## src/rtl/mxm_pkg.sv

```systemverilog
// Shared types and defaults for the MxM operand sequencer; no logic, no latency.
// Backpressure: not applicable.
package mxm_pkg;

    localparam int MXM_W     = 8;
    localparam int MXM_M     = 200;
    localparam int MXM_N     = 100;
    localparam int MXM_P     = 120;
    localparam int MXM_IDX_W = 16;

    typedef enum logic [1:0] {
        IDLE,
        STREAM,
        DRAIN,
        DONE
    } mxm_seq_state_t;

    typedef struct packed {
        logic                 first;
        logic                 last;
        logic [MXM_IDX_W-1:0] m;
        logic [MXM_IDX_W-1:0] p;
    } mxm_tag_t;

    // Index width that stays legal for a dimension of 1.
    function automatic int idx_w(input int n);
        return (n > 1) ? $clog2(n) : 1;
    endfunction

endpackage

```

## src/rtl/mxm_idx_counter.sv

```systemverilog
// Nested n/m/p walker producing A/X read addresses by base accumulation; addresses are combinational from state.
// Backpressure: advances only when en is high.
module mxm_idx_counter
    import mxm_pkg::*;
#(
    parameter int M  = MXM_M,
    parameter int N  = MXM_N,
    parameter int P  = MXM_P,
    parameter int AA = $clog2(M * N),
    parameter int XA = $clog2(N * P)
) (
    input  logic                  clk,
    input  logic                  rst,
    input  logic                  en,
    output logic [AA-1:0]         a_addr,
    output logic [XA-1:0]         x_addr,
    output logic [idx_w(M)-1:0]   m,
    output logic [idx_w(P)-1:0]   p,
    output logic                  n_first,
    output logic                  n_wrap,
    output logic                  m_wrap,
    output logic                  final_idx
);

    localparam int NW = idx_w(N);
    localparam int MW = idx_w(M);
    localparam int PW = idx_w(P);

    logic [NW-1:0] n;
    logic [AA-1:0] a_base;
    logic [XA-1:0] x_base;

    assign n_first   = (n == '0);
    assign n_wrap    = (n == NW'(N - 1));
    assign m_wrap    = n_wrap && (m == MW'(M - 1));
    assign final_idx = m_wrap && (p == PW'(P - 1));
    assign a_addr    = a_base + AA'(n);
    assign x_addr    = x_base + XA'(n);

    always_ff @(posedge clk) begin
        if (!rst) begin
            n      <= '0;
            m      <= '0;
            p      <= '0;
            a_base <= '0;
            x_base <= '0;
        end else if (en) begin
            if (!n_wrap) begin
                n <= n + 1'b1;
            end else begin
                n <= '0;
                if (!m_wrap) begin
                    m      <= m + 1'b1;
                    a_base <= a_base + AA'(N);
                end else begin
                    m      <= '0;
                    a_base <= '0;
                    // After the final element everything rolls back to (0,0,0).
                    if (final_idx) begin
                        p      <= '0;
                        x_base <= '0;
                    end else begin
                        p      <= p + 1'b1;
                        x_base <= x_base + XA'(N);
                    end
                end
            end
        end
    end

endmodule

```

## src/rtl/mxm_operand_sequencer.sv

```systemverilog
// Streams A/X pairs to MxM in p,m,n order with first/last/(m,p) framing; pair lands 2 cycles after its address.
// No backpressure: one pair per cycle; MXM_SEQ_LOOP_EN makes passes repeat back to back.
module mxm_operand_sequencer
    import mxm_pkg::*;
#(
    parameter int W  = MXM_W,
    parameter int M  = MXM_M,
    parameter int N  = MXM_N,
    parameter int P  = MXM_P,
    parameter int AA = $clog2(M * N),
    parameter int XA = $clog2(N * P)
) (
    input  logic                clk,
    input  logic                rst,
    input  logic                start,
    output logic                busy,
    output logic                done,
    output logic [AA-1:0]       a_addr,
    output logic [XA-1:0]       x_addr,
    input  logic [W-1:0]        a_rdata,
    input  logic [W-1:0]        x_rdata,
    output logic [W-1:0]        A,
    output logic [W-1:0]        X,
    output logic                out_valid,
    output logic                first,
    output logic                last,
    output logic [idx_w(M)-1:0] tag_m,
    output logic [idx_w(P)-1:0] tag_p
);

    localparam int MW = idx_w(M);
    localparam int PW = idx_w(P);

    mxm_seq_state_t state;
    logic           issue;
    logic           n_first;
    logic           n_wrap;
    logic           m_wrap;
    logic           final_idx;
    logic [MW-1:0]  m_idx;
    logic [PW-1:0]  p_idx;
    mxm_tag_t       tag_now;
    mxm_tag_t       s1_tag;
    logic           s1_vld;
`ifdef MXM_SEQ_LOOP_EN
    logic           s1_fin;
`endif

    assign issue = ((state == IDLE) && start) || (state == STREAM);

    mxm_idx_counter #(
        .M (M),
        .N (N),
        .P (P),
        .AA(AA),
        .XA(XA)
    ) u_idx (
        .clk      (clk),
        .rst      (rst),
        .en       (issue),
        .a_addr   (a_addr),
        .x_addr   (x_addr),
        .m        (m_idx),
        .p        (p_idx),
        .n_first  (n_first),
        .n_wrap   (n_wrap),
        .m_wrap   (m_wrap),
        .final_idx(final_idx)
    );

    // Tag leaves zero when no address is issued, so idle outputs fall out as 0.
    always_comb begin
        tag_now = '0;
        if (issue) begin
            tag_now.first = n_first;
            tag_now.last  = n_wrap;
            tag_now.m     = MXM_IDX_W'(m_idx);
            tag_now.p     = MXM_IDX_W'(p_idx);
        end
    end

    always_ff @(posedge clk) begin
        if (!rst) begin
            state     <= IDLE;
            busy      <= 1'b0;
            done      <= 1'b0;
            s1_vld    <= 1'b0;
            s1_tag    <= '0;
            out_valid <= 1'b0;
            A         <= '0;
            X         <= '0;
            first     <= 1'b0;
            last      <= 1'b0;
            tag_m     <= '0;
            tag_p     <= '0;
`ifdef MXM_SEQ_LOOP_EN
            s1_fin    <= 1'b0;
`endif
        end else begin
            s1_vld    <= issue;
            s1_tag    <= tag_now;
            out_valid <= s1_vld;
            A         <= s1_vld ? a_rdata : '0;
            X         <= s1_vld ? x_rdata : '0;
            first     <= s1_tag.first;
            last      <= s1_tag.last;
            tag_m     <= s1_tag.m[MW-1:0];
            tag_p     <= s1_tag.p[PW-1:0];
`ifdef MXM_SEQ_LOOP_EN
            // done rides with the last pair of every pass; streaming never stops.
            s1_fin <= issue && final_idx && m_wrap;
            done   <= s1_fin;
            if ((state == IDLE) && start) begin
                state <= STREAM;
                busy  <= 1'b1;
            end
`else
            case (state)
                IDLE: begin
                    if (start) begin
                        state <= final_idx ? DRAIN : STREAM;
                        busy  <= 1'b1;
                    end
                end
                STREAM: begin
                    if (final_idx) state <= DRAIN;
                end
                DRAIN: begin
                    // The last pair is in the output stage once stage 1 empties.
                    if (!s1_vld) begin
                        state <= DONE;
                        done  <= 1'b1;
                    end
                end
                DONE: begin
                    state <= IDLE;
                    done  <= 1'b0;
                    busy  <= 1'b0;
                end
                default: state <= IDLE;
            endcase
`endif
        end
    end

endmodule
```

## config.mk

```make
export PLATFORM = sky130hd
export DESIGN_NAME = mxm_operand_sequencer
export DESIGN_NICKNAME = d
export VERILOG_FILES = /design/src/rtl/mxm_pkg.sv /design/src/rtl/mxm_idx_counter.sv /design/src/rtl/mxm_operand_sequencer.sv
export SDC_FILE = /design/constraint.sdc
export NUM_CORES = 1
export LEC_CHECK = 0
export ABC_AREA = 1
export BUFFER_PORTS_ARGS = -buffer_cell sky130_fd_sc_hd__buf_2
export CAP_MARGIN = 15
export CELL_PAD_IN_SITES_DETAIL_PLACEMENT = 2
export CELL_PAD_IN_SITES_GLOBAL_PLACEMENT = 2
export CORE_UTILIZATION = 31
export DETAILED_ROUTE_END_ITERATION = 10
export PLACE_DENSITY_LB_ADDON = 0.25
export SETUP_SLACK_MARGIN = 0.15
export SLEW_MARGIN = 5
export SYNTH_ARGS = -nofsm -noshare
export SYNTH_HDL_FRONTEND = slang
export SYNTH_SLANG_ARGS = --single-unit
```

## constraint.sdc

```tcl
create_clock -name clk -period 2.35 [get_ports clk]
set_input_delay 0.3525 -clock clk [delete_from_list [all_inputs] [get_ports clk]]
set_output_delay 0.3525 -clock clk [all_outputs]
set_load 0.05 [all_outputs]
```

==> results.py, run 1 <==
metrics = {
    "timing": {
        "setup_violations": 0,
        "rsz0062_at_grt": "yes",
        "hold_violations": 0,
        "max_slew_margin_pct": 59.43,
        "tightest_slew_ps": 607.1,
        "final.period_utilization_pct": 95.47,
        "fin_crit_ps": 2243,
        "tns_ps": 0,
        "fin_skew_ps": 12.77,
        "slew_violations": 0,
        "fmax_mhz": 445.7,
    },
    "logic_synthesis": {
        "yosys.area.top_type": "dfxtp_1",
        "synth_area_leaders": "dfxtp_1 42%, nand2_1 13%, inv_1 9.2%, nor2_1 7.3%, ha_1 5.5%",
        "synth-seq-cells": 103,
        "syn_nets": 742,
        "ys_seq_area_share_pct": 41.55,
        "synth_top_area_share_pct": 41.55,
        "avgSynthCellArea_um2": 7.079,
        "synth_cell_type_count": 35,
        "syn_inst": 701,
        "netlist_area_mm2": 0.004962,
        "synth_warnings": 0,
    },
    "global_routing": {
        "grt_max_degree": 29,
        "grt_pass1_wl_um": 25140,
        "grt_pass1_vias": 5153,
        "antenna_found_initial": 0,
        "overflow": 0,
        "track_usage_pct": 19.54,
    },
    "critical_path": {
        "cp_top_family": "simple AND/OR/NAND/NOR gates",
        "cp.required_ps": 2000,
        "start_kind": "register",
        "cp_common_cell": "nand2_2",
        "critPathCaptureType": "primary output",
        "path_cells": "ha_4, a21oi_4, nand2_2, nand2_2, nand2_4, nand2_2, o21ai_2, nand2_1, nand2_1, buf_6",
        "arrival_ps": 1890,
        "crit_buf_inv": 1,
        "critPathSlowestCell": "dfxtp_4",
        "path_max_fanout": 3,
        "slowest_delay_ps": 380,
        "regToRegSetupSlack_ps": 330,
        "critPathKind": "register to primary output",
    },
    "power": {
        "p_int_mw": 2.830,
        "swShare_pct": 35.96,
        "p_leak_nw": 3.175,
        "power_mw": 4.420,
        "vdd_drop_max_uv": 357.2,
        "pwr-share-seq_pct": 42.7,
        "comb_power_share_pct": 22.1,
        "power_switching_mw": 1.589,
        "power_density_mw_per_mm2": 673.8,
        "power_frac_clock_pct": 35.1,
    },
    "routing": {
        "first_pass_iters": 4,
        "vias_per_cell": 4.665,
        "drc": 0,
        "via_count": 4749,
        "wl_per_cell_um": 16.10,
        "drt_wl_total_um": 16390,
        "drtIter0Drc": 114,
        "ant_nets": 0,
    },
    "clocking": {
        "cts_hold_buffers": 0,
        "cts_num_sinks": 103,
        "clockBufferDepth": 2,
        "cts_buffers": 9,
        "path_clk_slew_ps": 80,
        "cts_tree": "yes",
        "cts_max_level": 3,
        "clock_latency_ps": 360,
        "ctsRootBufferMaster": "clkbuf_16",
    },
    "floorplan": {
        "core-area_mm2": 0.01543,
        "dieHeight_um": 128.5,
        "initial_core_util_pct": 32.17,
        "pin_count": 84,
        "num_rows": 45,
        "die_width_um": 128.5,
        "die-area_mm2": 0.01652,
    },
    "flow_run": {
        "cap_violations": 0,
    },
    "run_status": {
        "status": "finished clean",
    },
    "worst_hold_path": {
        "holdCritPathClass": "input pin to register",
    },
    "final_layout": {
        "ff_latch_area_mm2": 0.002097,
        "nNetsFinal": 843,
        "nFillCells": 1830,
        "multiInputGateArea_mm2": 0.002721,
        "final_util_pct": 42.51,
        "syn_to_final_growth_pct": 32.17,
        "n_antenna_cell": 0,
        "final_layout_size_suffix_gt1_share_pct": 27.51,
    },
    "placement": {
        "io_buffer_count": 83,
        "dpl.hpwl_um": 11200,
        "gp_congestion": 0.7855,
    },
}
-- cell usage after synthesis --
cell type,count
nor2_4,5
nor3_1,11
inv_1,121
nand3b_1,5
nor3b_1,2
a31oi_1,1
conb_1,1
nand3_1,40
inv_2,5
o21ai_1,1
nor2_1,97
nand2_2,3
a21oi_1,34
buf_4,4
nand3_2,1
nor4_1,1
ha_1,22
xnor2_1,1
dfxtp_1,103
nor2_2,4
nand2_1,166
xor2_1,19
buf_6,4
clkinv_1,2
o21a_1,1
clkbuf_1,4
o21ai_2,3
nand4_1,11
nand2_4,2
o21ai_0,18
clkbuf_2,1
nand3_4,1
buf_2,2
o22ai_1,2
o21bai_1,3
-- cell usage in the layout, fill, tap and decap left out, drive strengths merged, types with 3 or more instances in the layout --
cell type    n
nand3b       5
clkinv       4
xor2        19
ha          22
clkbuf      11
nand2      171
o21bai       3
nor2       106
inv        130
buf        104
nand3       42
nor3        11
a21oi       34
o21ai       22
nand4       11
dfxtp      103
-- path summary, 6_finish.rpt --
kind,cells past startpoint,end,startpoint
max,10,a_addr[10],u_idx.n[3]$_SDFFE_PN0N_
min,3,X[2]$_SDFF_PN0_,x_rdata[2]
max reg2reg,8,u_idx.a_base[10]$_SDFFE_PN0P_,u_idx.n[0]$_SDFFE_PN0N_
min reg2reg,2,first$_SDFF_PN0_,s1_tag[33]$_SDFF_PN0_
-- layout make-up --
type | count | area share [%]
Multi-Input combinational cell | 455 | 41.49
Clock buffer | 10 | 3.644
Inverter | 128 | 7.325
Clock inverter | 6 | 0.9538
Timing Repair Buffer | 105 | 10.59
Tap cell | 211 | 4.025
Sequential cell | 103 | 31.97
-- power by group through the flow --
stage          clock network [mW]  logic, mW  registers, mW
3_3_place_gp                    0      0.909           1.93
2_1_floorplan                   0      0.592           2.08
3_5_place_dp                    0      0.960           1.93
6_report                     1.55      0.979           1.89
5_1_grt                      1.65       1.06           1.90
4_1_cts                      1.58      0.970           1.89
-- worst register-to-register path: cells and delay by family, from the launching register on --
family	cells	cell delay (ps)
AO/OA/AOI/OAI	1	200
adder cells (fa/ha/maj)	1	300
AND/OR/NAND/NOR	6	970
flip-flops	1	440
-- metrics by stage --
stage	setup slack [ps]	cells	instance area, µm²	hold slack [ps]
6_report	106.5	1018	6559	199.7
5_1_grt	41.39	1018	6559	203.9
4_1_cts	110.3	1013	6367	194.5
3_5_place_dp	145.5	989	5687	403.5
3_3_place_gp	221.6	989	5687	393.2
2_1_floorplan	158.0	701	5045	390.5
-- metal layers --
metal	global-route usage, %	routed length [µm]	part of all wire (%)	vias to the layer above
met5	0	0	0	-
met4	6.713	222	1.4	0
met3	2.495	307	1.9	16
met2	38.12	9087	55	51
met1	21.54	6776	41	2341
li1	-	-	-	2341
-- registers in the layout, summed over array words and instances, names as in the netlist --
signal	count
u_idx.m	8
state	2
done	1
X	8
u_idx.a_base	13
tag_p	7
u_idx.p	7
first	1
u_idx.n	7
out_valid	1
busy	1
s1_tag	17
last	1
s1_vld	1
A	8
u_idx.x_base	12
tag_m	8
-- repair_timing --
action | CTS | global route
pin swaps | 17 | 18
resized for setup | 86 | 40
buffers inserted | 8 | 5
setup endpoints to repair | 20 | 24
-- kinds of logic (layout without fill, tap and decap cells) --
logic type / count (synthesis) / after routing / synth area share (%)
AND/OR/NAND/NOR: 349 / 349 / 30.64
buffers and inverters: 143 / 249 / 11.80
flip-flops: 103 / 103 / 41.55
AO/OA/AOI/OAI: 63 / 63 / 6.858
adder cells (fa/ha/maj): 22 / 22 / 5.547
XOR/XNOR: 20 / 20 / 3.530
other: 1 / 1 / 0.07557
No activity file was read; power rests on OpenSTA's default activity.
==> inputs of run 2 (changes only) <==
--- a/config.mk
+++ b/config.mk
@@ -17,4 +17,5 @@
 export SLEW_MARGIN = 5
 export SYNTH_ARGS = -nofsm -noshare
 export SYNTH_HDL_FRONTEND = slang
+export SYNTH_HIERARCHICAL = 1
 export SYNTH_SLANG_ARGS = --single-unit
==> results.py, run 2 <==
metrics = {
    "placement": {
        "dpl.hpwl_um": 9779,
        "gp_congestion": 0.8003,
        "dp.cells": 903,
        "place_ws_ps": 43.78,
        "io_buffer_count": 83,
    },
    "floorplan": {
        "dieHeight_um": 125.6,
        "num_rows": 44,
        "die-area_mm2": 0.01576,
        "initial_core_util_pct": 32.19,
        "die_width_um": 125.6,
        "pin_count": 84,
        "core-area_mm2": 0.01470,
    },
    "critical_path": {
        "cp.required_ps": 2000,
        "cp_common_cell": "nand2_4",
        "slowest_delay_ps": 370,
        "path_cells": "ha_4, nand2_2, nand2_2, nand2_2, nand2_4, nand2_4, nand2_4, nand2_4, o21ai_2, nand2_1, buf_6",
        "crit_buf_inv": 1,
        "cp_top_family": "simple AND/OR/NAND/NOR gates",
        "arrival_ps": 1940,
        "path_depth": 11,
        "critPathCaptureType": "primary output",
        "path_max_fanout": 4,
        "start_kind": "register",
        "critPathKind": "register to primary output",
        "critPathSlowestCell": "dfxtp_4",
        "ff2ff_path_depth": 10,
    },
    "clocking": {
        "clockBufferDepth": 2,
        "ctsRootBufferMaster": "clkbuf_16",
        "cts_tree": "yes",
        "cts_max_level": 3,
        "clock_latency_ps": 360,
        "cts_num_sinks": 103,
        "path_clk_slew_ps": 80,
        "cts_buffers": 9,
        "cts_hold_buffers": 0,
    },
    "logic_synthesis": {
        "syn_inst": 647,
        "syn_nets": 688,
        "avgSynthCellArea_um2": 7.314,
        "synth_warnings": 6,
        "netlist_area_mm2": 0.004732,
    },
    "global_routing": {
        "use_met2_pct": 34.67,
        "top_usage_layer": "met2",
        "grt_max_degree": 22,
        "grt_pass1_wl_um": 23780,
        "overflow": 0,
        "grt_use_met3_pct": 3.979,
        "grt_pass1_vias": 4787,
        "grtUsageMet1_pct": 22.24,
        "antenna_found_initial": 0,
        "track_usage_pct": 19.01,
    },
    "routing": {
        "drtIter0Drc": 140,
        "first_pass_iters": 7,
        "via_count": 4424,
        "vias_per_cell": 4.737,
        "ant_nets": 0,
        "wl_per_cell_um": 15.98,
        "drc": 11,
        "drt_wl_total_um": 14930,
    },
    "final_layout": {
        "reg_top3": "s1_tag: 17 flops, u_idx/a_base: 13 flops, u_idx/x_base: 12 flops",
        "final_layout_size_suffix_gt1_share_pct": 28.93,
        "syn_to_final_growth_pct": 33.55,
        "nNetsFinal": 786,
        "largest_reg_flops": 17,
        "fin_cells": 934,
        "n_antenna_cell": 0,
        "nFillCells": 1658,
        "most-common-layout-cells": "114 x nand2_1, 104 x inv_1, 93 x nor2_1",
        "top_register": "s1_tag",
        "final_common_cell": "nand2_1",
    },
    "timing": {
        "setup_violations": 0,
        "fin_skew_ps": 8.828,
        "setup_slack_ps": 60.20,
        "rsz0062_at_grt": "yes",
        "fmax_mhz": 436.7,
        "max_slew_margin_pct": 63.86,
        "slew_violations": 0,
        "hold_violations": 0,
        "tightest_slew_ps": 537.1,
        "final.period_utilization_pct": 97.44,
        "tns_ps": 0,
        "fin_crit_ps": 2290,
    },
    "worst_hold_path": {
        "holdCritPathClass": "input pin to register",
        "hold_depth": 3,
    },
    "power": {
        "power_density_mw_per_mm2": 678.5,
        "vdd_drop_max_uv": 433.0,
        "power_mw": 4.288,
        "p_leak_nw": 3.096,
    },
    "run_status": {
        "violations": "design-rule violations",
        "status": "complete, but fails checks",
    },
    "flow_run": {
        "cap_violations": 0,
    },
}
run 2: layout make-up:
class / count / area (µm²) / share of cell area [%]
Inverter: 111 / 421.7 / 6.672
Multi-Input combinational cell: 418 / 2596 / 41.08
Clock buffer: 9 / 225.2 / 3.564
Sequential cell: 103 / 2097 / 33.18
Timing Repair Buffer: 102 / 665.6 / 10.53
Tap cell: 184 / 230.2 / 3.643
Clock inverter: 7 / 83.83 / 1.326
run 2: repair_timing:
action                                  in CTS  in global routing
pin swaps                                   18                 23
endpoints found under the setup margin      20                 34
buffers inserted                            10                  5
endpoints found under the hold margin        0                  0
resized for setup                           96                 45
run 2: power by group:
group / total [mW] / switching [mW] / internal [mW]
logic: 0.873 / 0.661 / 0.212
registers: 1.88 / 0.0533 / 1.83
clock network: 1.54 / 0.769 / 0.766
run 2: per-stage QoR:
step / util [%] / area (µm²) / hold WS [ps]
6_report: 42.99 / 6320 / 207.2
4_1_cts: 41.58 / 6112 / 184.5
3_5_place_dp: 36.70 / 5394 / 408.1
5_1_grt: 42.99 / 6320 / 205.0
3_3_place_gp: 36.70 / 5394 / 399.3
2_1_floorplan: - / 4821 / 390.5
run 2: worst paths after layout:
path	startpoint	endpoint	slack, ps
worst max-delay path	u_idx/n[3]$_SDFFE_PN0P_	a_addr[12]	60
worst min-delay path	a_rdata[7]	A[7]$_SDFF_PN0_	210
worst max register to register	state[1]$_SDFFE_PN0P_	u_idx/n[6]$_SDFFE_PN0P_	300
worst min register to register	s1_tag[19]$_SDFF_PN0_	tag_m[3]$_SDFF_PN0_	420
run 2: metal layers:
layer / vias up / share of wire [%]
met1: 2147 / 45
met3: 17 / 3.3
met4: 0 / 1.6
li1: 2174 / -
met2: 86 / 50
met5: - / 0
run 2: worst reg2reg max path, cell delays in order, from the launching register on:
cell,delay (ps)
dfxtp_1,340
inv_1,140
ha_1,240
nand2_1,110
nand2_4,180
nand2_1,80
nor2_1,210
nand3_1,190
nor2_1,210
xnor2_1,150
nor2_1,60
==> inputs of run 3 (changes only) <==
--- a/config.mk
+++ b/config.mk
@@ -12,6 +12,7 @@
 export CELL_PAD_IN_SITES_GLOBAL_PLACEMENT = 2
 export CORE_UTILIZATION = 31
 export DETAILED_ROUTE_END_ITERATION = 10
+export MAX_ROUTING_LAYER = met4
 export PLACE_DENSITY_LB_ADDON = 0.25
 export SETUP_SLACK_MARGIN = 0.15
 export SLEW_MARGIN = 5
==> results.py, run 3 (same netlist as run 2, synthesis figures left out) <==
metrics = {
    "run_status": {
        "status": "complete, but fails checks",
        "violations": "design-rule violations",
    },
    "timing": {
        "slew_violations": 0,
        "final.period_utilization_pct": 97.04,
        "setup_violations": 0,
        "fin_skew_ps": 8.703,
        "fmax_mhz": 438.5,
        "max_slew_margin_pct": 62.15,
        "rsz0062_at_grt": "yes",
        "tightest_slew_ps": 562.5,
        "hold_violations": 0,
        "tns_ps": 0,
        "fin_crit_ps": 2280,
    },
    "floorplan": {
        "num_rows": 44,
        "die-area_mm2": 0.01576,
        "die_width_um": 125.6,
        "initial_core_util_pct": 32.19,
        "core-area_mm2": 0.01470,
        "dieHeight_um": 125.6,
        "pin_count": 84,
    },
    "critical_path": {
        "critPathKind": "register to primary output",
        "cp_top_family": "simple AND/OR/NAND/NOR gates",
        "cp_common_cell": "nand2_2",
        "crit_buf_inv": 1,
        "path_cells": "ha_1, nand2_2, nand2_2, nand2_2, nand2_4, nand2_4, a21oi_4, nor2_1, nor2_2, buf_6",
        "critPathSlowestCell": "dfxtp_2",
        "slowest_delay_ps": 400,
        "path_max_fanout": 5,
        "critPathCaptureType": "primary output",
        "start_kind": "register",
        "arrival_ps": 1930,
        "cp.required_ps": 2000,
    },
    "clocking": {
        "ctsRootBufferMaster": "clkbuf_16",
        "clockBufferDepth": 2,
        "cts_hold_buffers": 0,
        "cts_buffers": 9,
        "cts_num_sinks": 103,
        "clock_latency_ps": 360,
        "cts_max_level": 3,
        "path_clk_slew_ps": 80,
        "cts_tree": "yes",
    },
    "final_layout": {
        "n_antenna_cell": 0,
        "top_register": "s1_tag",
        "largest_reg_flops": 17,
        "reg_top3": "s1_tag: 17 flops, u_idx/a_base: 13 flops, u_idx/x_base: 12 flops",
        "final_common_cell": "nand2_1",
        "final_layout_size_suffix_gt1_share_pct": 29.03,
        "syn_to_final_growth_pct": 33.55,
        "most-common-layout-cells": "114 x nand2_1, 104 x inv_1, 93 x nor2_1",
        "fin_cells": 935,
        "nNetsFinal": 787,
    },
    "global_routing": {
        "track_usage_pct": 19.59,
        "grt_max_degree": 22,
        "antenna_found_initial": 0,
        "grt_pass1_vias": 4794,
        "grt_pass1_wl_um": 23780,
        "overflow": 0,
    },
    "routing": {
        "drtIter0Drc": 131,
        "ant_nets": 0,
        "via_count": 4428,
        "drt_wl_total_um": 14970,
        "drc": 11,
        "wl_per_cell_um": 16.01,
        "first_pass_iters": 7,
        "vias_per_cell": 4.736,
    },
    "flow_run": {
        "cap_violations": 0,
    },
    "placement": {
        "dpl.hpwl_um": 9779,
        "dp.cells": 903,
        "gp_congestion": 0.8118,
        "io_buffer_count": 83,
    },
    "power": {
        "vdd_drop_max_uv": 433.2,
        "p_leak_nw": 3.100,
        "power_density_mw_per_mm2": 679.5,
    },
    "worst_hold_path": {
        "holdCritPathClass": "input pin to register",
    },
}
==> run 3: per-stage QoR <==
step	hold slack (ps)	area [µm²]	power (mW)	worst slack, ps	utilization, %
floorplan	390.5	4821	2.614	146.8	-
global placement	399.3	5394	2.748	148.6	36.70
detailed placement	408.1	5394	2.798	43.78	36.70
CTS	184.5	6112	4.359	68.40	41.58
global route	202.9	6320	4.507	-21.77	42.99
finish	205.9	6320	4.295	69.52	42.99
==> run 3: layout make-up <==
| type | instances | area [µm²] |
|---|---|---|
| timing repair buffer | 103 | 673.1 |
| inverter | 111 | 421.7 |
| tap | 184 | 230.2 |
| sequential | 103 | 2097 |
| multi-input combinational | 418 | 2589 |
| clock buffer | 9 | 225.2 |
| clock inverter | 7 | 83.83 |
| fill | 1662 | 8379 |
==> run 3: worst register-to-register path, delay by kind of cell (launching register included) <==
kind                       cells  cell delay [ps]
and+or+nand+nor                7             1060
buffers and inverters          1              140
adders and majority gates      1              240
xor gates and xnor gates       1              150
DFF                            1              340
==> run 3: worst paths after layout <==
kind / startpoint / end / slack (ps) / cells after the start
max: u_idx/a_base[2]$_SDFFE_PN0P_ / a_addr[8] / 70 / 10
min: a_rdata[7] / A[7]$_SDFF_PN0_ / 210 / 3
max reg2reg: state[1]$_SDFFE_PN0P_ / u_idx/n[6]$_SDFFE_PN0P_ / 300 / 10
min reg2reg: s1_tag[20]$_SDFF_PN0_ / tag_m[4]$_SDFF_PN0_ / 420 / 2
==> run 3: where the power goes <==
| part | internal, mW | leakage [nW] | switching (mW) |
|---|---|---|---|
| logic | 0.212 | 2.11 | 0.664 |
| clock network | 0.766 | 0.151 | 0.772 |
| registers | 1.83 | 0.842 | 0.0532 |
==> run 3: per-layer routing <==
metal | up-vias | part of all wire [%] | GRT usage (%)
li1 | 2174 | - | -
met1 | 2148 | 45 | 22.16
met2 | 88 | 50 | 34.74
met3 | 18 | 3.3 | 4.022
met4 | 0 | 1.6 | 5.524
met5 | - | 0 | -
==> run 3: what timing repair did <==
item,CTS,global route
pin swaps,18,20
endpoints found under the setup margin,20,34
buffers inserted,10,6
resized for setup,96,44
endpoints found under the hold margin,0,0
cloned,0,0
